### config.mk
export PLATFORM = sky130hd
export DESIGN_NAME = reg_bus_initiator
export DESIGN_NICKNAME = d
export VERILOG_FILES = /design/src/rtl/reg_bus_initiator.sv
export SDC_FILE = /design/constraint.sdc
export NUM_CORES = 1
export LEC_CHECK = 0
export ABC_AREA = 1
export CORE_ASPECT_RATIO = 0.9
export CORE_MARGIN = 2
export CORE_UTILIZATION = 44
export CTS_CLUSTER_SIZE = 10
export DETAILED_ROUTE_END_ITERATION = 8
export HOLD_SLACK_MARGIN = 0.05
export MAX_ROUTING_LAYER = met4
export PLACE_DENSITY = 0.87
export SLEW_MARGIN = 20
export SYNTH_ARGS = -nofsm -noshare
export SYNTH_HDL_FRONTEND = slang
export SYNTH_SLANG_ARGS = --single-unit
### constraint.sdc
create_clock -name usb_clk -period 2.2 [get_ports usb_clk]
set_input_delay 0.66 -clock usb_clk [delete_from_list [all_inputs] [get_ports usb_clk]]
set_output_delay 0.66 -clock usb_clk [all_outputs]
set_load 0.03 [all_outputs]
### src/rtl/reg_bus_initiator.sv
// Register bus initiator.
// Turns a command handshake plus byte streams into one multi-byte register
// bus access. Bytes go out in ascending reg_bytecnt order. All bus and
// stream outputs are registered except wr_ready.
module reg_bus_initiator #(
  parameter int pADDR_WIDTH   = 21,
  parameter int pBYTECNT_SIZE = 7
) (
  input  logic                                 usb_clk,
  input  logic                                 reset_i,
  input  logic                                 cmd_valid,
  output logic                                 cmd_ready,
  input  logic                                 cmd_write,
  input  logic [pADDR_WIDTH-pBYTECNT_SIZE-1:0] cmd_address,
  input  logic [pBYTECNT_SIZE-1:0]             cmd_len,
  input  logic [7:0]                           wr_data,
  input  logic                                 wr_valid,
  output logic                                 wr_ready,
  output logic [7:0]                           rd_data,
  output logic                                 rd_valid,
  input  logic                                 rd_ready,
  output logic                                 busy,
  output logic                                 done,
  output logic [pADDR_WIDTH-pBYTECNT_SIZE-1:0] reg_address,
  output logic [pBYTECNT_SIZE-1:0]             reg_bytecnt,
  output logic [7:0]                           write_data,
  input  logic [7:0]                           read_data,
  output logic                                 reg_read,
  output logic                                 reg_write,
  output logic                                 reg_addrvalid
);

  typedef enum logic [2:0] {
    IDLE, SETUP, WR_WAIT, WR_STB, RD1, RD2, RD_OUT, DONE
  } state_t;

  state_t                   state, state_n;
  logic [pBYTECNT_SIZE-1:0] idx, idx_n;
  logic [pBYTECNT_SIZE-1:0] len_q;
  logic                     write_q;
  logic                     accept;
  logic                     last_byte;

  // A command is taken only when the registered ready is seen in IDLE.
  assign accept    = (state == IDLE) && cmd_valid && cmd_ready;
  assign last_byte = (idx == len_q);

  // Write bytes are only pulled while waiting for one; elsewhere they stay put.
  assign wr_ready  = (state == WR_WAIT) && wr_valid;

  // The byte index doubles as the bus byte count; it is stable across strobes.
  assign reg_bytecnt = idx;

  // Next-state and byte-index sequencing.
  always_comb begin
    state_n = state;
    idx_n   = idx;
    case (state)
      IDLE: begin
        if (accept) begin
          state_n = SETUP;
          idx_n   = '0;
        end
      end
      SETUP:   state_n = write_q ? WR_WAIT : RD1;
      WR_WAIT: if (wr_valid) state_n = WR_STB;
      WR_STB: begin
        if (last_byte) begin
          state_n = DONE;
        end else begin
          idx_n   = idx + 1'b1;
          state_n = WR_WAIT;
        end
      end
      RD1:     state_n = RD2;
      RD2:     state_n = RD_OUT;
      RD_OUT: begin
        if (rd_ready) begin
          if (last_byte) begin
            state_n = DONE;
          end else begin
            idx_n   = idx + 1'b1;
            state_n = RD1;
          end
        end
      end
      DONE:    state_n = IDLE;
      default: state_n = IDLE;
    endcase
  end

  // State register and registered control outputs, decoded from the next state.
  always_ff @(posedge usb_clk or posedge reset_i) begin
    if (reset_i) begin
      state         <= IDLE;
      idx           <= '0;
      cmd_ready     <= 1'b0;
      busy          <= 1'b0;
      done          <= 1'b0;
      reg_read      <= 1'b0;
      reg_write     <= 1'b0;
      rd_valid      <= 1'b0;
      reg_addrvalid <= 1'b0;
    end else begin
      state         <= state_n;
      idx           <= idx_n;
      cmd_ready     <= (state_n == IDLE);
      busy          <= (state_n != IDLE);
      done          <= (state_n == DONE);
      reg_read      <= (state_n == RD1) || (state_n == RD2);
      reg_write     <= (state_n == WR_STB);
      rd_valid      <= (state_n == RD_OUT);
      reg_addrvalid <= (state_n != IDLE) && (state_n != DONE);
    end
  end

  // Bus address and data bytes; cleared on reset so an abort leaves the bus quiet.
  always_ff @(posedge usb_clk or posedge reset_i) begin
    if (reset_i) begin
      reg_address <= '0;
      write_data  <= '0;
      rd_data     <= '0;
    end else begin
      if (accept)
        reg_address <= cmd_address;
      if ((state == WR_WAIT) && wr_valid)
        write_data <= wr_data;
      // Sampling at the end of the second strobe cycle suits both
      // combinational and one-cycle-late responders.
      if (state == RD2)
        rd_data <= read_data;
    end
  end

  // Command direction and length are only consulted after an accept.
  always_ff @(posedge usb_clk) begin
    if (accept) begin
      write_q <= cmd_write;
      len_q   <= cmd_len;
    end
  end

endmodule

==> run_results.csv, run 1 <==
group,metric,value,unit
power_and_ir_drop,p_per_area,1340,nW/um2
worst_setup_path,path_delay_family,"buffers and inverters",
global_routing,grt-ovfl-total,0,
layout,antennaDiodeCount,0,
global_routing,grt_max_degree,30,
drt,drc_errors,0,
layout,final_cells,402,
logic_synthesis,synthDistinctLibCells,28,
sta,finalHoldViolCount,0,
layout,stdcell_area,3470,um2
clock_tree,cts.sinks,55,
worst_setup_path,crit_required,1540,ps
worst_setup_path,critPathBufInv,1,
worst_setup_path,slowest_delay,710,ps
logic_synthesis,synth_top_area_frac,0.498,
logic_synthesis,async_flop_share,0.855,
floorplan,core.rowCount,25,
power_and_ir_drop,p_sw_frac,0.408,
layout,fin_util,0.665,
global_routing,first_global_vias,1908,
drt,drt-pass1-iter-count,4,
job,maxCapViolCount,0,
placed_design,io_buffers,87,
worst_setup_path,path_cells,"clkdlybuf4s50_1",
clock_tree,cts_tree,"yes",
clock_tree,numCtsBuffers,5,
worst_setup_path,worstPathMaxFanout,5,
sta,layout_setup_ws,60.5,ps
sta,worst_pin_slew,416,ps
worst_setup_path,startpoint_type,"flip-flop",
logic_synthesis,synth_most_common_cell,"nand2_1",
sta,tns,0,ps
sta,finalCriticalPeriod,2140,ps
clock_tree,cts.hold.buffers_added,0,
logic_synthesis,synth-main-ff-cell,"dfrtp_1",
floorplan,core_area,5220,um2
sta,maxSlewHeadroom,0.722,
global_routing,grt_use_total,0.185,
floorplan,die_w,81.2,um
power_and_ir_drop,leakage,1.62,nW
placed_design,pre_cts_ws,112,ps
power_and_ir_drop,seq_power_share,0.350,
worst_setup_path,ff2ff_setup_slack,530,ps
sta,period_share,0.972,
layout,fill_cells,387,
power_and_ir_drop,p_comb_frac,0.495,
power_and_ir_drop,p_int,2.75,mW
placed_design,dp_cells,394,
logic_synthesis,yosysWarnings,0,
logic_synthesis,synthCells,237,
clock_tree,cts_buffer_depth,2,
power_and_ir_drop,netSwitchingPower,1.90,mW
worst_setup_path,cp_slowest_cell,"clkdlybuf4s50_1",
clock_tree,cts_setup_buffers,0,
logic_synthesis,synth-seq-cells,55,
drt,finalWirelength,5060,um
power_and_ir_drop,ir_drop,0.819,mV
worst_setup_path,critPathArrivalTime,1480,ps
logic_synthesis,synth_commonest_cells,"nand2_1 (89), dfrtp_1 (47), inv_1 (18)",
clock_tree,htree_levels,2,
layout,syn_to_final_growth,47.2,%
floorplan,die_h,73.5,um
clock_tree,clk_transition_reported_paths,100,ps
sta,finClkSkew,7.80,ps
floorplan,start_util,0.452,
clock_tree,clockRootBuffer,"clkbuf_8",
logic_synthesis,syn_area,2360,um2
worst_setup_path,critical_path_class,"flip-flop to output port",
layout,nets,378,
hold_path,hold_class,"flip-flop to flip-flop",
drt,drtIter0Drc,88,
drt,via_count,1872,
drt,routedWlPerCell,12.6,um
floorplan,die-area,5970,um2
logic_synthesis,syn-num-nets,281,
logic_synthesis,yosys.area.top_type,"dfrtp_1",
sta,whs,490,ps
placed_design,routabilityCongestion,0.936,
logic_synthesis,synth_area_leaders,"dfrtp_1 (50%), nand2_1 (14%), edfxtp_1 (10%)",
drt,ant_nets,0,
clock_tree,ctsResizeCount,0,
power_and_ir_drop,p_total,4.65,mW
drt,viasPerCell,4.66,
placed_design,place_area,3340,um2
global_routing,antenna_found_initial,0,
power_and_ir_drop,pwr-share-clk,0.156,
outcome,status,"finished clean",
sta,setup_viol,0,
layout,drive_gt1_frac,0.137,
logic_synthesis,seq_area_frac_synth,0.600,
sta,slew_viol_final,0,
floorplan,pin_count,88,
worst_setup_path,endpoint_kind,"output port",
sta,rsz0062_at_grt,"false",
global_routing,grt_pass1_wl,8200,um
logic_synthesis,avgSynthCellArea,9.96,um2
logic_synthesis,synth_enable_flop_cells,8,
placed_design,hpwl,3880,um
sta,fmax,0.467,GHz
clock_tree,worstSkewPairLatency,300,ps
==> worst register-to-register path, stage by stage, from the launching register on <==
cell	delay (ps)
dfrtp_1	460
xnor2_1	240
nand2_1	70
nor2_1	210
nand3b_1	170
nand2_1	170
nand3_1	130
nand2_1	90
inv_1	40
==> worst paths after layout <==
check,startpoint,endpoint,cells past startpoint
setup reg to reg,reg_bytecnt[0],reg_addrvalid,8
max in group asynchronous,reset_i,reg_addrvalid,3
hold / removal,reg_address[4],reg_address[4],2
hold reg to reg,reg_address[4],reg_address[4],2
min in group asynchronous,reset_i,reg_address[6],2
setup / recovery,reg_bytecnt[3],reg_bytecnt[3],1
==> layout make-up <==
| class | count | area (um2) | area share |
|---|---|---|---|
| timing repair buffer | 93 | 931 | 0.268 |
| multi-input combinational | 157 | 830 | 0.239 |
| clock inverter | 1 | 30.0 | 0.00865 |
| clock buffer | 7 | 97.6 | 0.0281 |
| tap | 67 | 83.8 | 0.0241 |
| inverter | 22 | 85.1 | 0.0245 |
| sequential | 55 | 1420 | 0.408 |
==> cells by family after synthesis <==
logic type / after synthesis / synth area share
mux: 8 / 0.0382
flops: 55 / 0.600
buf+inv: 25 / 0.0482
xor+xnor: 8 / 0.0297
simple gates: 124 / 0.227
fa+ha+maj: 1 / 0.00530
compound gates: 16 / 0.0509
==> state kept, by name (all words and copies together) (netlist names) <==
name           count
cmd_ready          1
done               1
write_q            1
reg_address       14
reg_addrvalid      1
len_q              7
state              3
write_data         8
reg_write          1
reg_bytecnt        7
busy               1
rd_data            8
rd_valid           1
reg_read           1
==> power by group through the flow <==
stage,registers (mW),logic (mW),clock network (mW)
3_5_place_dp,1.64,2.32,0
5_1_grt,1.67,2.47,0.782
2_1_floorplan,2.27,0.783,0
6_report,1.63,2.30,0.724
4_1_cts,1.63,2.32,0.739
3_3_place_gp,1.62,2.25,0
==> layout by cell type, fill, tap and decap left out <==
master and instances:
a21oi_1 2, a21oi_2 1, buf_12 1, buf_4 6
bufinv_16 1, clkbuf_1 1, clkbuf_16 1, clkbuf_8 5
clkdlybuf4s50_1 84, dfrtp_1 47, dlymetal6s2s_1 2, edfxtp_1 8
ha_1 1, inv_1 17, inv_2 4, inv_4 1
mux2_2 8, nand2_1 89, nand2_2 5, nand2_4 1
nand3_1 7, nand3_2 2, nand3b_1 2, nor2_1 13
nor2_4 1, nor3_1 1, nor3_2 1, nor3b_1 2
o21a_4 1, o21ai_0 5, o21ai_2 7, xnor2_1 4
xor2_1 4
==> per-layer routing <==
metal / GRT usage / vias to the layer above / share of wire
met1: 0.221 / 865 / 0.43
met5: - / - / 0
met4: 0.0678 / 0 / 0.018
met3: 0.0418 / 8 / 0.046
li1: - / 932 / -
met2: 0.309 / 67 / 0.51
Power figures use the tool's default switching activity.
==> run 2, diff against run 1 <==
- GPL_ROUTABILITY_DRIVEN: default -> 0
- SETUP_SLACK_MARGIN: default -> 0.1
==> run_results.csv, run 2 (synthesis gave the netlist of run 1 again) <==
group,metric,value,unit
outcome,status,"finished clean",
sta,tns,0,ps
drt,ant_nets,0,
hold_path,hold_class,"flip-flop to flip-flop",
global_routing,antenna_found_initial,0,
global_routing,grt_max_degree,30,
clock_tree,cts_tree,"yes",
layout,fill_cells,391,
power_and_ir_drop,leakage,1.64,nW
power_and_ir_drop,p_per_area,1340,nW/um2
clock_tree,worstSkewPairLatency,300,ps
drt,drt-pass1-iter-count,4,
sta,slew_viol_final,0,
layout,final_common_cell,"nand2_1",
layout,largest-register,"reg_address",
worst_setup_path,endpoint_kind,"output port",
clock_tree,clk_transition_reported_paths,90,ps
drt,routedWlPerCell,12.6,um
sta,worst_pin_slew,416,ps
worst_setup_path,worst-r2r-cell-count,8,
clock_tree,numCtsBuffers,5,
layout,syn_to_final_growth,47.0,%
floorplan,core_area,5220,um2
floorplan,die-area,5970,um2
worst_setup_path,critPathBufInv,1,
sta,fmax,0.494,GHz
floorplan,pin_count,88,
layout,nets,378,
global_routing,grt_pass1_wl,8210,um
sta,finClkSkew,8.12,ps
clock_tree,cts_buffer_depth,2,
placed_design,hpwl,3880,um
global_routing,grt-ovfl-total,0,
layout,antennaDiodeCount,0,
drt,finalWirelength,5070,um
global_routing,first_global_vias,1898,
drt,drc_errors,0,
worst_setup_path,worstPathMaxFanout,2,
clock_tree,htree_levels,2,
layout,drive_gt1_frac,0.137,
worst_setup_path,worst-path-stages,1,
hold_path,holdPathStages,2,
sta,period_share,0.920,
worst_setup_path,path_delay_family,"buffers and inverters",
job,maxCapViolCount,0,
drt,drtIter0Drc,90,
worst_setup_path,critical_path_class,"flip-flop to output port",
worst_setup_path,critPathArrivalTime,1360,ps
worst_setup_path,path_cells,"clkdlybuf4s50_1",
layout,largest_registers,"reg_address: 14 flops, rd_data: 8 flops, write_data: 8 flops",
clock_tree,cts.sinks,55,
power_and_ir_drop,ir_drop,0.819,mV
drt,viasPerCell,4.69,
sta,finalCriticalPeriod,2020,ps
layout,final_cell_mix,"nand2_1 (89), clkdlybuf4s50_1 (78), dfrtp_1 (47), inv_1 (17), nor2_1 (13)",
clock_tree,cts.hold.buffers_added,0,
sta,maxSlewHeadroom,0.722,
clock_tree,clockRootBuffer,"clkbuf_8",
worst_setup_path,cp_slowest_cell,"clkdlybuf4s50_1",
sta,setup_viol,0,
global_routing,grt_use_total,0.186,
worst_setup_path,startpoint_type,"flip-flop",
drt,via_count,1885,
layout,fin_util,0.664,
floorplan,core.rowCount,25,
sta,rsz0062_at_grt,"false",
floorplan,die_h,73.5,um
floorplan,start_util,0.452,
worst_setup_path,crit_required,1540,ps
sta,finalHoldViolCount,0,
placed_design,io_buffers,87,
layout,largest_reg_flops,14,
floorplan,die_w,81.2,um
worst_setup_path,slowest_delay,690,ps
==> run 2: stage by stage <==
step | total power, mW | area, um2 | std cells | setup WS, ps | hold slack (ps)
floorplan | 3.05 | 2360 | 237 | 424 | 582
global placement | 3.88 | 3340 | 394 | 126 | 463
detailed placement | 3.95 | 3340 | 394 | 112 | 468
CTS | 4.68 | 3460 | 402 | 111 | 494
global route | 4.91 | 3470 | 402 | 121 | 520
finish | 4.64 | 3470 | 402 | 177 | 490
==> run 2: timing repair <==
item,in CTS,in global routing
cloned,0,0
endpoints found under the setup margin,6,2
gates resized for setup,6,3
pin swaps,0,0
buffers inserted,0,0
==> run 2: final timing paths <==
kind                                   to  slack, ps           start
max in group asynchronous   reg_addrvalid       1040         reset_i
min in group asynchronous  reg_address[6]        670         reset_i
setup / recovery            write_data[5]        180   write_data[5]
setup reg to reg            reg_addrvalid        530  reg_bytecnt[0]
hold reg to reg             write_data[2]        490   write_data[2]
hold / removal              write_data[2]        490   write_data[2]
==> run 2: per-layer routing <==
layer	track usage	wire, um
met5	-	0
met4	0.0621	84
met3	0.0418	238
met2	0.313	2610
met1	0.221	2140
==> run 2: power by group <==
| part | internal (mW) | switching (mW) | total, mW |
|---|---|---|---|
| clock | 0.409 | 0.315 | 0.724 |
| combinational | 0.940 | 1.35 | 2.29 |
| sequential | 1.40 | 0.229 | 1.63 |
| total | 2.75 | 1.89 | 4.64 |
==> run 2: area by class of cell <==
type | instances | area, um2 | share of cell area
Tap cell | 67 | 83.8 | 0.0242
Multi-Input combinational cell | 157 | 830 | 0.239
Timing Repair Buffer | 93 | 927 | 0.267
Sequential cell | 55 | 1420 | 0.408
Inverter | 22 | 85.1 | 0.0245
Clock buffer | 7 | 97.6 | 0.0281
Clock inverter | 1 | 30.0 | 0.00865
==> run 3, diff against run 2 <==
- CAP_MARGIN: default -> 40
- CORE_UTILIZATION: 44 -> 56
- DONT_BUFFER_PORTS: default -> 1
- PLACE_DENSITY: 0.87 -> 0.81
- clock period: 2.2 -> 1.8 ns (I/O delays scaled with it)
==> run_results.csv, run 3 (synthesis gave the netlist of run 1 again) <==
group,metric,value,unit
worst_setup_path,reg2reg_from,"state[1]",
power_and_ir_drop,leakage,1.32,nW
floorplan,die_w,72.4,um
power_and_ir_drop,p_per_area,1850,nW/um2
sta,period_share,0.922,
drt,finalWirelength,4640,um
layout,fin_util,0.669,
layout,drive_gt1_frac,0.261,
layout,final_common_cell,"nand2_1",
clock_tree,clockRootBuffer,"clkbuf_8",
worst_setup_path,ff2ff_setup_slack,140,ps
worst_setup_path,endpoint_kind,"flip-flop",
clock_tree,clk_transition_reported_paths,100,ps
clock_tree,numCtsBuffers,5,
global_routing,first_global_vias,1555,
layout,nets,307,
sta,finalHoldViolCount,0,
worst_setup_path,crit_required,2050,ps
worst_setup_path,critPathBufInv,2,
floorplan,die-area,4750,um2
worst_setup_path,cp_slowest_cell,"dfrtp_1",
drt,drt-pass1-iter-count,4,
worst_setup_path,slowest_delay,410,ps
placed_design,io_buffers,0,
placed_design,place_area,2500,um2
drt,ant_nets,0,
sta,rsz0062_at_grt,"true",
floorplan,pin_count,88,
global_routing,grt_max_degree,26,
drt,drc_errors,0,
layout,final_cell_mix,"nand2_1 (89), dfrtp_1 (45), buf_4 (20), inv_1 (14), nor2_1 (11)",
sta,finalCriticalPeriod,1660,ps
worst_setup_path,worst-r2r-cell-count,8,
worst_setup_path,startpoint_type,"flip-flop",
floorplan,start_util,0.579,
floorplan,core.rowCount,22,
drt,drtIter0Drc,88,
sta,whs,134,ps
clock_tree,worstSkewPairLatency,310,ps
layout,antennaDiodeCount,0,
hold_path,hold_class,"primary input to async pin",
global_routing,grt_pass1_wl,7190,um
worst_setup_path,critPathArrivalTime,1910,ps
sta,finClkSkew,6.03,ps
layout,largest-register,"reg_address",
sta,worst_pin_slew,524,ps
layout,largest_registers,"reg_address: 14 flops, rd_data: 8 flops, write_data: 8 flops",
worst_setup_path,path_cells,"buf_4 > nor3_2 > nand3_2 > a21oi_2 > o21a_4 > buf_12 > nand2_2 > o21ai_2",
outcome,status,"finished clean",
sta,layout_setup_ws,140,ps
placed_design,pre_cts_ws,221,ps
placed_design,hpwl,3300,um
sta,maxSlewHeadroom,0.650,
sta,slew_viol_final,0,
layout,syn_to_final_growth,15.4,%
sta,fmax,0.603,GHz
clock_tree,cts.sinks,55,
drt,viasPerCell,5.32,
clock_tree,cts_tree,"yes",
global_routing,antenna_found_initial,0,
drt,via_count,1660,
floorplan,die_h,65.6,um
global_routing,grt_use_total,0.207,
worst_setup_path,path_delay_family,"simple AND/OR/NAND/NOR gates",
worst_setup_path,critical_path_class,"flip-flop to flip-flop",
job,maxCapViolCount,0,
sta,tns,0,ps
clock_tree,cts_buffer_depth,2,
floorplan,core_area,4070,um2
worst_setup_path,r2r-end,"reg_bytecnt[2]",
layout,stdcell_area,2720,um2
sta,setup_viol,0,
worst_setup_path,worstPathMaxFanout,8,
drt,routedWlPerCell,14.9,um
power_and_ir_drop,ir_drop,1.11,mV
clock_tree,htree_levels,2,
layout,largest_reg_flops,14,
clock_tree,cts.hold.buffers_added,0,
global_routing,grt-ovfl-total,0,
## run 3: cell type report
class,instances,area [um2]
clock buffer,5,68.8
clock inverter,3,50.0
fill,309,1350
inverter,22,93.8
multi-input combinational,157,842
sequential,55,1420
tap,48,60.1
timing repair buffer,22,190
## run 3: timing repair
action                                  in CTS  in global routing
setup buffers                                2                  7
gates resized for setup                      5                  5
endpoints found under the setup margin       1                 31
endpoints found under the hold margin        0                  0
pin swaps                                    0                  3
## run 3: routing by layer
layer | part of all wire | vias to the layer above | track usage
met3 | 0.059 | 15 | 0.0506
met1 | 0.41 | 783 | 0.257
met2 | 0.50 | 63 | 0.320
met5 | 0 | - | -
li1 | - | 799 | -
met4 | 0.031 | 0 | 0.102
## run 3: power breakdown
group	leakage, nW	total, mW	internal [mW]	switching [mW]
registers	0.663	2.77	1.70	1.07
logic	0.592	1.42	0.606	0.816
clock network	0.0607	0.846	0.429	0.417
## run 3: worst max path at each step
| stage | from | to | slack (ps) | depth (start not counted) |
|---|---|---|---|---|
| 5_1_grt | reg_bytecnt[1] | reg_addrvalid | 30 | 10 |
| 4_1_cts | state[0] | wr_ready | 100 | 3 |
| 2_1_floorplan | reset_i | busy | 140 | 1 |
| 6_report | state[1] | reg_bytecnt[2] | 140 | 8 |
| 3_3_place_gp | state[2] | reg_bytecnt[1] | 260 | 8 |
| 3_5_place_dp | reg_bytecnt[0] | reg_addrvalid | 220 | 8 |
## run 3: through the flow
step,power [mW],cells
after global routing,5.34,312
after floorplan,3.73,237
after detailed placement,4.00,295
after global placement,3.93,295
final,5.04,312
after CTS,4.89,305
